### src/rtl/sampler_pkg.sv
// Shared definitions for the sampler channel: RLE word layout and run-length limits.
// The DMA and USB readout blocks import this package to split {run, value} words.
package sampler_pkg;

  typedef enum logic {
    ST_IDLE,
    ST_RUN
  } run_state_t;

  // Value occupies the low bits of an RLE word, the run count sits directly above it.
  localparam int RLE_VALUE_LSB = 0;

  function automatic int rle_run_lsb(input int channels);
    return channels;
  endfunction

  // Largest run count a field of run_w bits can hold (run_w up to 31).
  function automatic int unsigned run_max(input int unsigned run_w);
    return (32'd1 << run_w) - 32'd1;
  endfunction

endpackage

### src/rtl/rle_fifo_fwft.sv
// First-word-fall-through FIFO holding encoded RLE words until the reader takes them.
module rle_fifo_fwft #(
  parameter int W  = 32,
  parameter int AW = 4
) (
  input  logic         clk,
  input  logic         rst_n,
  input  logic         push,
  input  logic [W-1:0] din,
  output logic         full,
  input  logic         pop,
  output logic [W-1:0] dout,
  output logic         valid
);

  localparam int DEPTH = 1 << AW;
  localparam logic [AW:0] COUNT_FULL = {1'b1, {AW{1'b0}}};

  logic [W-1:0]  mem [DEPTH];
  logic [AW-1:0] wr_ptr;
  logic [AW-1:0] rd_ptr;
  logic [AW:0]   count;
  logic          do_push;
  logic          do_pop;

  // Full is judged on the registered count, so a same-cycle pop never makes room for a push.
  assign full    = (count == COUNT_FULL);
  assign valid   = (count != '0);
  assign do_push = push && !full;
  assign do_pop  = pop && valid;
  assign dout    = valid ? mem[rd_ptr] : '0;

  // Storage array; no reset needed because the head is masked while empty.
  always_ff @(posedge clk) begin
    if (do_push) mem[wr_ptr] <= din;
  end

  // Pointers wrap naturally at the power-of-two depth; count tracks occupancy.
  always_ff @(posedge clk or negedge rst_n) begin
    if (!rst_n) begin
      wr_ptr <= '0;
      rd_ptr <= '0;
      count  <= '0;
    end else begin
      if (do_push) wr_ptr <= wr_ptr + 1'b1;
      if (do_pop)  rd_ptr <= rd_ptr + 1'b1;
      case ({do_push, do_pop})
        2'b10:   count <= count + 1'b1;
        2'b01:   count <= count - 1'b1;
        default: count <= count;
      endcase
    end
  end

endmodule

### src/rtl/synch.sv
// Multi-stage flip-flop synchroniser for asynchronous input pins.
module synch #(
  parameter int w = 1,
  parameter int d = 2
) (
  input  logic         clk,
  input  logic         rst_n,
  input  logic [w-1:0] din,
  output logic [w-1:0] dout
);

  logic [w-1:0] stages [d];

  // Shift the raw pins through d flops; only the last stage is used downstream.
  always_ff @(posedge clk or negedge rst_n) begin
    if (!rst_n) begin
      for (int i = 0; i < d; i++) stages[i] <= '0;
    end else begin
      stages[0] <= din;
      for (int i = 1; i < d; i++) stages[i] <= stages[i-1];
    end
  end

  assign dout = stages[d-1];

endmodule

### src/rtl/sample_rle_compressor.sv
// Run-length compressor for the logic-analyser sampler: synchronise, mask, encode into a FIFO.
module sample_rle_compressor #(
  parameter int CHANNELS    = 16,
  parameter int SYNC_STAGES = 2,
  parameter int RUN_W       = 16,
  parameter int FIFO_AW     = 4
) (
  input  logic                      clk,
  input  logic                      rst_n,
  input  logic [CHANNELS-1:0]       s_in,
  input  logic [CHANNELS-1:0]       chan_mask,
  input  logic                      enable,
  input  logic                      flush,
  output logic [RUN_W+CHANNELS-1:0] out_data,
  output logic                      out_valid,
  input  logic                      out_ready,
  output logic                      overflow_error,
  input  logic                      clear_error,
  output logic                      busy
);

  import sampler_pkg::*;

  localparam int WORD_W = RUN_W + CHANNELS;
  localparam logic [RUN_W-1:0] RUN_MAX = RUN_W'(run_max(RUN_W));

  run_state_t          state;
  logic [CHANNELS-1:0] s_sync;
  logic [CHANNELS-1:0] m;
  logic [CHANNELS-1:0] cur;
  logic [RUN_W-1:0]    run;
  logic                push;
  logic                fifo_full;
  logic [WORD_W-1:0]   push_word;

  synch #(
    .w(CHANNELS),
    .d(SYNC_STAGES)
  ) u_synch (
    .clk  (clk),
    .rst_n(rst_n),
    .din  (s_in),
    .dout (s_sync)
  );

  assign m         = s_sync & chan_mask;
  assign push_word = {run, cur};

  // Any event that closes the open run emits the word describing it.
  assign push = (state == ST_RUN) &&
                (!enable || flush || (m != cur) || (run == RUN_MAX));

  // Run tracker: open a run on enable, extend it while the sample holds, restart on each emitted word.
  always_ff @(posedge clk or negedge rst_n) begin
    if (!rst_n) begin
      state <= ST_IDLE;
      cur   <= '0;
      run   <= '0;
    end else begin
      case (state)
        ST_IDLE: begin
          if (enable) begin
            cur   <= m;
            run   <= '0;
            state <= ST_RUN;
          end
        end
        ST_RUN: begin
          if (!enable) begin
            state <= ST_IDLE;
          end else if (flush || (m != cur)) begin
            cur <= m;
            run <= '0;
          end else if (run == RUN_MAX) begin
            run <= '0;
          end else begin
            run <= run + 1'b1;
          end
        end
        default: state <= ST_IDLE;
      endcase
    end
  end

  rle_fifo_fwft #(
    .W (WORD_W),
    .AW(FIFO_AW)
  ) u_fifo (
    .clk  (clk),
    .rst_n(rst_n),
    .push (push),
    .din  (push_word),
    .full (fifo_full),
    .pop  (out_ready),
    .dout (out_data),
    .valid(out_valid)
  );

  // Sticky drop indicator; a new drop beats a simultaneous clear so no loss goes unreported.
  always_ff @(posedge clk or negedge rst_n) begin
    if (!rst_n) begin
      overflow_error <= 1'b0;
    end else if (push && fifo_full) begin
      overflow_error <= 1'b1;
    end else if (clear_error) begin
      overflow_error <= 1'b0;
    end
  end

  assign busy = (state == ST_RUN) || out_valid;

endmodule

### config.mk
export PLATFORM = sky130hd
export DESIGN_NAME = sample_rle_compressor
export DESIGN_NICKNAME = d
export VERILOG_FILES = /design/src/rtl/sampler_pkg.sv /design/src/rtl/rle_fifo_fwft.sv /design/src/rtl/synch.sv /design/src/rtl/sample_rle_compressor.sv
export SDC_FILE = /design/constraint.sdc
export NUM_CORES = 1
export LEC_CHECK = 0
export ABC_CLOCK_PERIOD_IN_PS = 9800
export CORE_MARGIN = 1.5
export CORE_UTILIZATION = 33
export CTS_BUF_LIST = sky130_fd_sc_hd__clkbuf_2
export DETAILED_ROUTE_END_ITERATION = 6
export HOLD_SLACK_MARGIN = 0.15
export PLACE_DENSITY = 0.48
export SETUP_SLACK_MARGIN = 0.1
export SYNTH_ARGS = -nofsm -noshare
export SYNTH_HDL_FRONTEND = slang
export SYNTH_SLANG_ARGS = --single-unit
### constraint.sdc
create_clock -name clk -period 9.8 [get_ports clk]
set_input_delay 1.96 -clock clk [delete_from_list [all_inputs] [get_ports clk]]
set_output_delay 1.96 -clock clk [all_outputs]
set_load 0.005 [all_outputs]
==> results.sh <==
export IMPL_powerDensity_nw_per_um2=261
export IMPL_n_fill_cell=6413
export IMPL_ctsRootBufferMaster="clkbuf_2"
export IMPL_hp_class="register to register"
export IMPL_cts_buffers=153
export IMPL_initial_core_util_pct=33.4
export IMPL_synthMuxAreaShare_pct=16.6
export IMPL_areaGrowthSynthToFinish_pct=14.1
export IMPL_crit_top_cell="mux4_2"
export IMPL_relSlewSlack_pct=21.9
export IMPL_syn_area_per_cell_um2=21.3
export IMPL_synth_seq_cells=591
export IMPL_wl_met1_um=23700
export IMPL_rows=96
export IMPL_setup_ws_ps=3270
export IMPL_cts_resized=0
export IMPL_postCtsSetupBuffers=0
export IMPL_grt_pass1_wl_um=79200
export IMPL_grt_pass1_vias=12300
export IMPL_slowest_stage="dfrtp_4"
export IMPL_gp_congestion=0.731
export IMPL_finalMaxSlewViolations=0
export IMPL_top_layer="met4"
export IMPL_dieWidth_um=267
export IMPL_cp_max_fo=51
export IMPL_placed_cells=2053
export IMPL_finalCriticalPeriod_ps=6530
export IMPL_critical_path_class="register to primary output"
export IMPL_synthXorXnorAreaFrac_pct=0.648
export IMPL_leakagePower_nw=9.17
export IMPL_grt_max_degree=52
export IMPL_period_share_pct=66.6
export IMPL_drive_above_1_share_pct=32.9
export IMPL_setup_violations_final=0
export IMPL_yosysWarningCount=0
export IMPL_clk_latency_ps=1280
export IMPL_fin_nets=1324
export IMPL_place_ws_ps=3260
export IMPL_htree_levels=4
export IMPL_clkTransAtPathRegs_ps=100
export IMPL_antenna_found_initial=1
export IMPL_rrSetupSlack_ps=4990
export IMPL_io_buffers=72
export IMPL_synthCells=1077
export IMPL_ant_nets=0
export IMPL_tns_ps=0
export IMPL_synth_largest_area_cell="edfxtp_1"
export IMPL_synth_top_family_by_area="multiplexers"
export IMPL_ios=73
export IMPL_wl_per_cell_um=22.9
export IMPL_crit_required_ps=7840
export IMPL_grt_total_usage_pct=15.6
export IMPL_coreArea_um2=68700
export IMPL_fin_worst_skew_ps=103
export IMPL_synth_simple_area_share_pct=3.60
export IMPL_hold_violations=0
export IMPL_viasPerCell=4.84
export IMPL_start_kind="register"
export IMPL_hpwlAfterDp_um=29700
export IMPL_overflow=0
export IMPL_cts_tree="yes"
export IMPL_drc_errors=0
export IMPL_clockBufferDepth=3
export IMPL_cts_sinks=591
export IMPL_syn_area_um2=23000
export IMPL_cp_end_kind="primary output"
export IMPL_yosysTopAreaCellShare_pct=67.0
export IMPL_totalWireLength_um=53100
export IMPL_dr_first_iter_drc_count=780
export IMPL_ir_worst_vdd_mv=0.115
export IMPL_clock_fmax_mhz=153
export IMPL_ys_seq_area_share_pct=75.6
export IMPL_cp_slowest_stage_delay_ps=980
export IMPL_crit_arrival_ps=4570
export IMPL_yosysUniqueCellTypes=40
export IMPL_synth_compound_area_share_pct=1.57
export IMPL_design_die_area_um2=71200
export IMPL_fin_cells=2321
export IMPL_drt_first_pass_iters=5
export IMPL_die_h_um=267
export IMPL_outcome="finished clean"
export IMPL_synthTopCellsByArea="edfxtp_1 67%, mux4_2 16%, dfrtp_1 8.6%"
export IMPL_tightest_slew_ps=1170
export IMPL_synthAdderAreaFrac_pct=0.490
export IMPL_rsz0062_at_grt="no"
export IMPL_cap_violations=0
export IMPL_dr_wl_met3_um=2110
export IMPL_final_cell_area_um2=26200
export IMPL_place_area_um2=24800
export IMPL_vias=11200
export IMPL_wl_met2_um=26400
export IMPL_cts_hold_buffers=0
export IMPL_synth_nets=1124
export IMPL_timing_critical_path_cells="buf_4 > mux4_2 > mux4_2 > and2_1 > clkdlybuf4s50_1"
==> placed cells by master, fill, tap and decap left out, drive strengths merged, types with 4 or more instances in the layout <==
cell / instances
nor3: 4
nor4: 5
nor2: 16
o31ai: 5
mux2i: 18
xor2: 6
and2: 34
a21oi: 18
clkbuf: 234
clkdlybuf4s50: 71
nor2b: 6
mux4: 160
ha: 9
and3: 37
inv: 27
nand2: 26
dfrtp: 79
nand2b: 4
nand4: 8
edfxtp: 512
xnor2: 11
bufinv: 4
clkinv: 27
buf: 23
o22ai: 10
a22o: 6
nand3: 7
==> sequential cells by signal, summed over array words and instances (netlist names) <==
| signal | cells |
|---|---|
| cur | 16 |
| overflow_error | 1 |
| run | 16 |
| state | 1 |
| u_fifo.count | 5 |
| u_fifo.mem | 512 |
| u_fifo.rd_ptr | 4 |
| u_fifo.wr_ptr | 4 |
| u_synch.dout | 16 |
| u_synch.stages | 16 |
==> worst max-delay path: cells and delay by family (launching register included) <==
kind,cells,cell delay (ps)
buf+inv,2,1160
simple gates,1,180
flops,1,980
mux,2,910
==> per-stage QoR <==
step | utilization, % | total power [mW] | hold WS, ps
6_report | 38.1 | 6.84 | 350
5_1_grt | 38.1 | 7.23 | 360
4_1_cts | 38.1 | 7.00 | 349
3_5_place_dp | 36.1 | 5.26 | 335
3_3_place_gp | 36.1 | 5.26 | 334
2_1_floorplan | - | 4.44 | 331
==> cell usage after synthesis <==
master and n:
clkbuf_1 22, clkbuf_2 1, nor2b_1 6, mux2_2 3
o31ai_1 5, a22o_1 6, or2_2 2, a21oi_1 18
mux2i_1 18, a21o_1 3, nand2b_1 4, buf_2 6
inv_1 25, mux4_2 160, nor4b_1 1, buf_6 2
nand2_1 25, nor4_1 5, and3_1 37, nor2_1 15
xor2_1 6, a221o_1 3, o22ai_1 10, o31a_1 2
xnor2_1 11, and2_1 34, buf_1 8, a22oi_1 1
nand2_2 1, ha_1 9, nor3_1 4, o2bb2ai_1 3
dfrtp_1 79, nand3_1 7, nor2_2 1, clkinv_1 1
edfxtp_1 512, buf_4 10, o21ai_0 3, nand4_1 8
==> cell type report <==
cell class | instances | area [µm²] | share of cell area, %
Inverter | 26 | 97.6 | 0.372
Clock buffer | 234 | 1170 | 4.47
Timing Repair Buffer | 94 | 883 | 3.37
Multi-Input combinational cell | 411 | 5290 | 20.2
Tap cell | 931 | 1160 | 4.44
Antenna cell | 1 | 2.50 | 0.00955
Sequential cell | 591 | 17400 | 66.2
Clock inverter | 33 | 239 | 0.912
==> path summary, 6_finish.rpt <==
check / from / to / cells past startpoint
max in group asynchronous: rst_n / u_fifo.rd_ptr[1] / 2
min in group asynchronous: rst_n / cur[2] / 1
max reg2reg: cur[2] / u_fifo.count[4] / 14
min reg2reg: u_synch.stages[30] / u_synch.dout[14] / 0
min: u_synch.stages[30] / u_synch.dout[14] / 0
max: u_fifo.rd_ptr[1] / out_data[18] / 5
==> cell families (layout without fill, tap and decap cells) <==
kind of cell	after synthesis	count (layout)
xor+xnor	17	17
flops	591	591
buf+inv	75	387
mux	181	181
simple gates	150	150
fa+ha+maj	9	9
compound gates	54	54
other cells	0	1
==> layer usage <==
layer | track usage, % | vias up
met5 | 0 | -
met4 | 5.74 | 0
met3 | 3.61 | 76
met2 | 25.1 | 277
met1 | 20.5 | 5955
li1 | - | 4919
==> report_power, final <==
group          switching (mW)  leakage, nW  internal (mW)  total, mW
sequential              0.182         5.83           2.98       3.16
clock                   0.979         1.09          0.733       1.71
combinational           0.894         2.25           1.08       1.97
total                    2.05         9.17           4.79       6.84
Power figures use the tool's default switching activity.
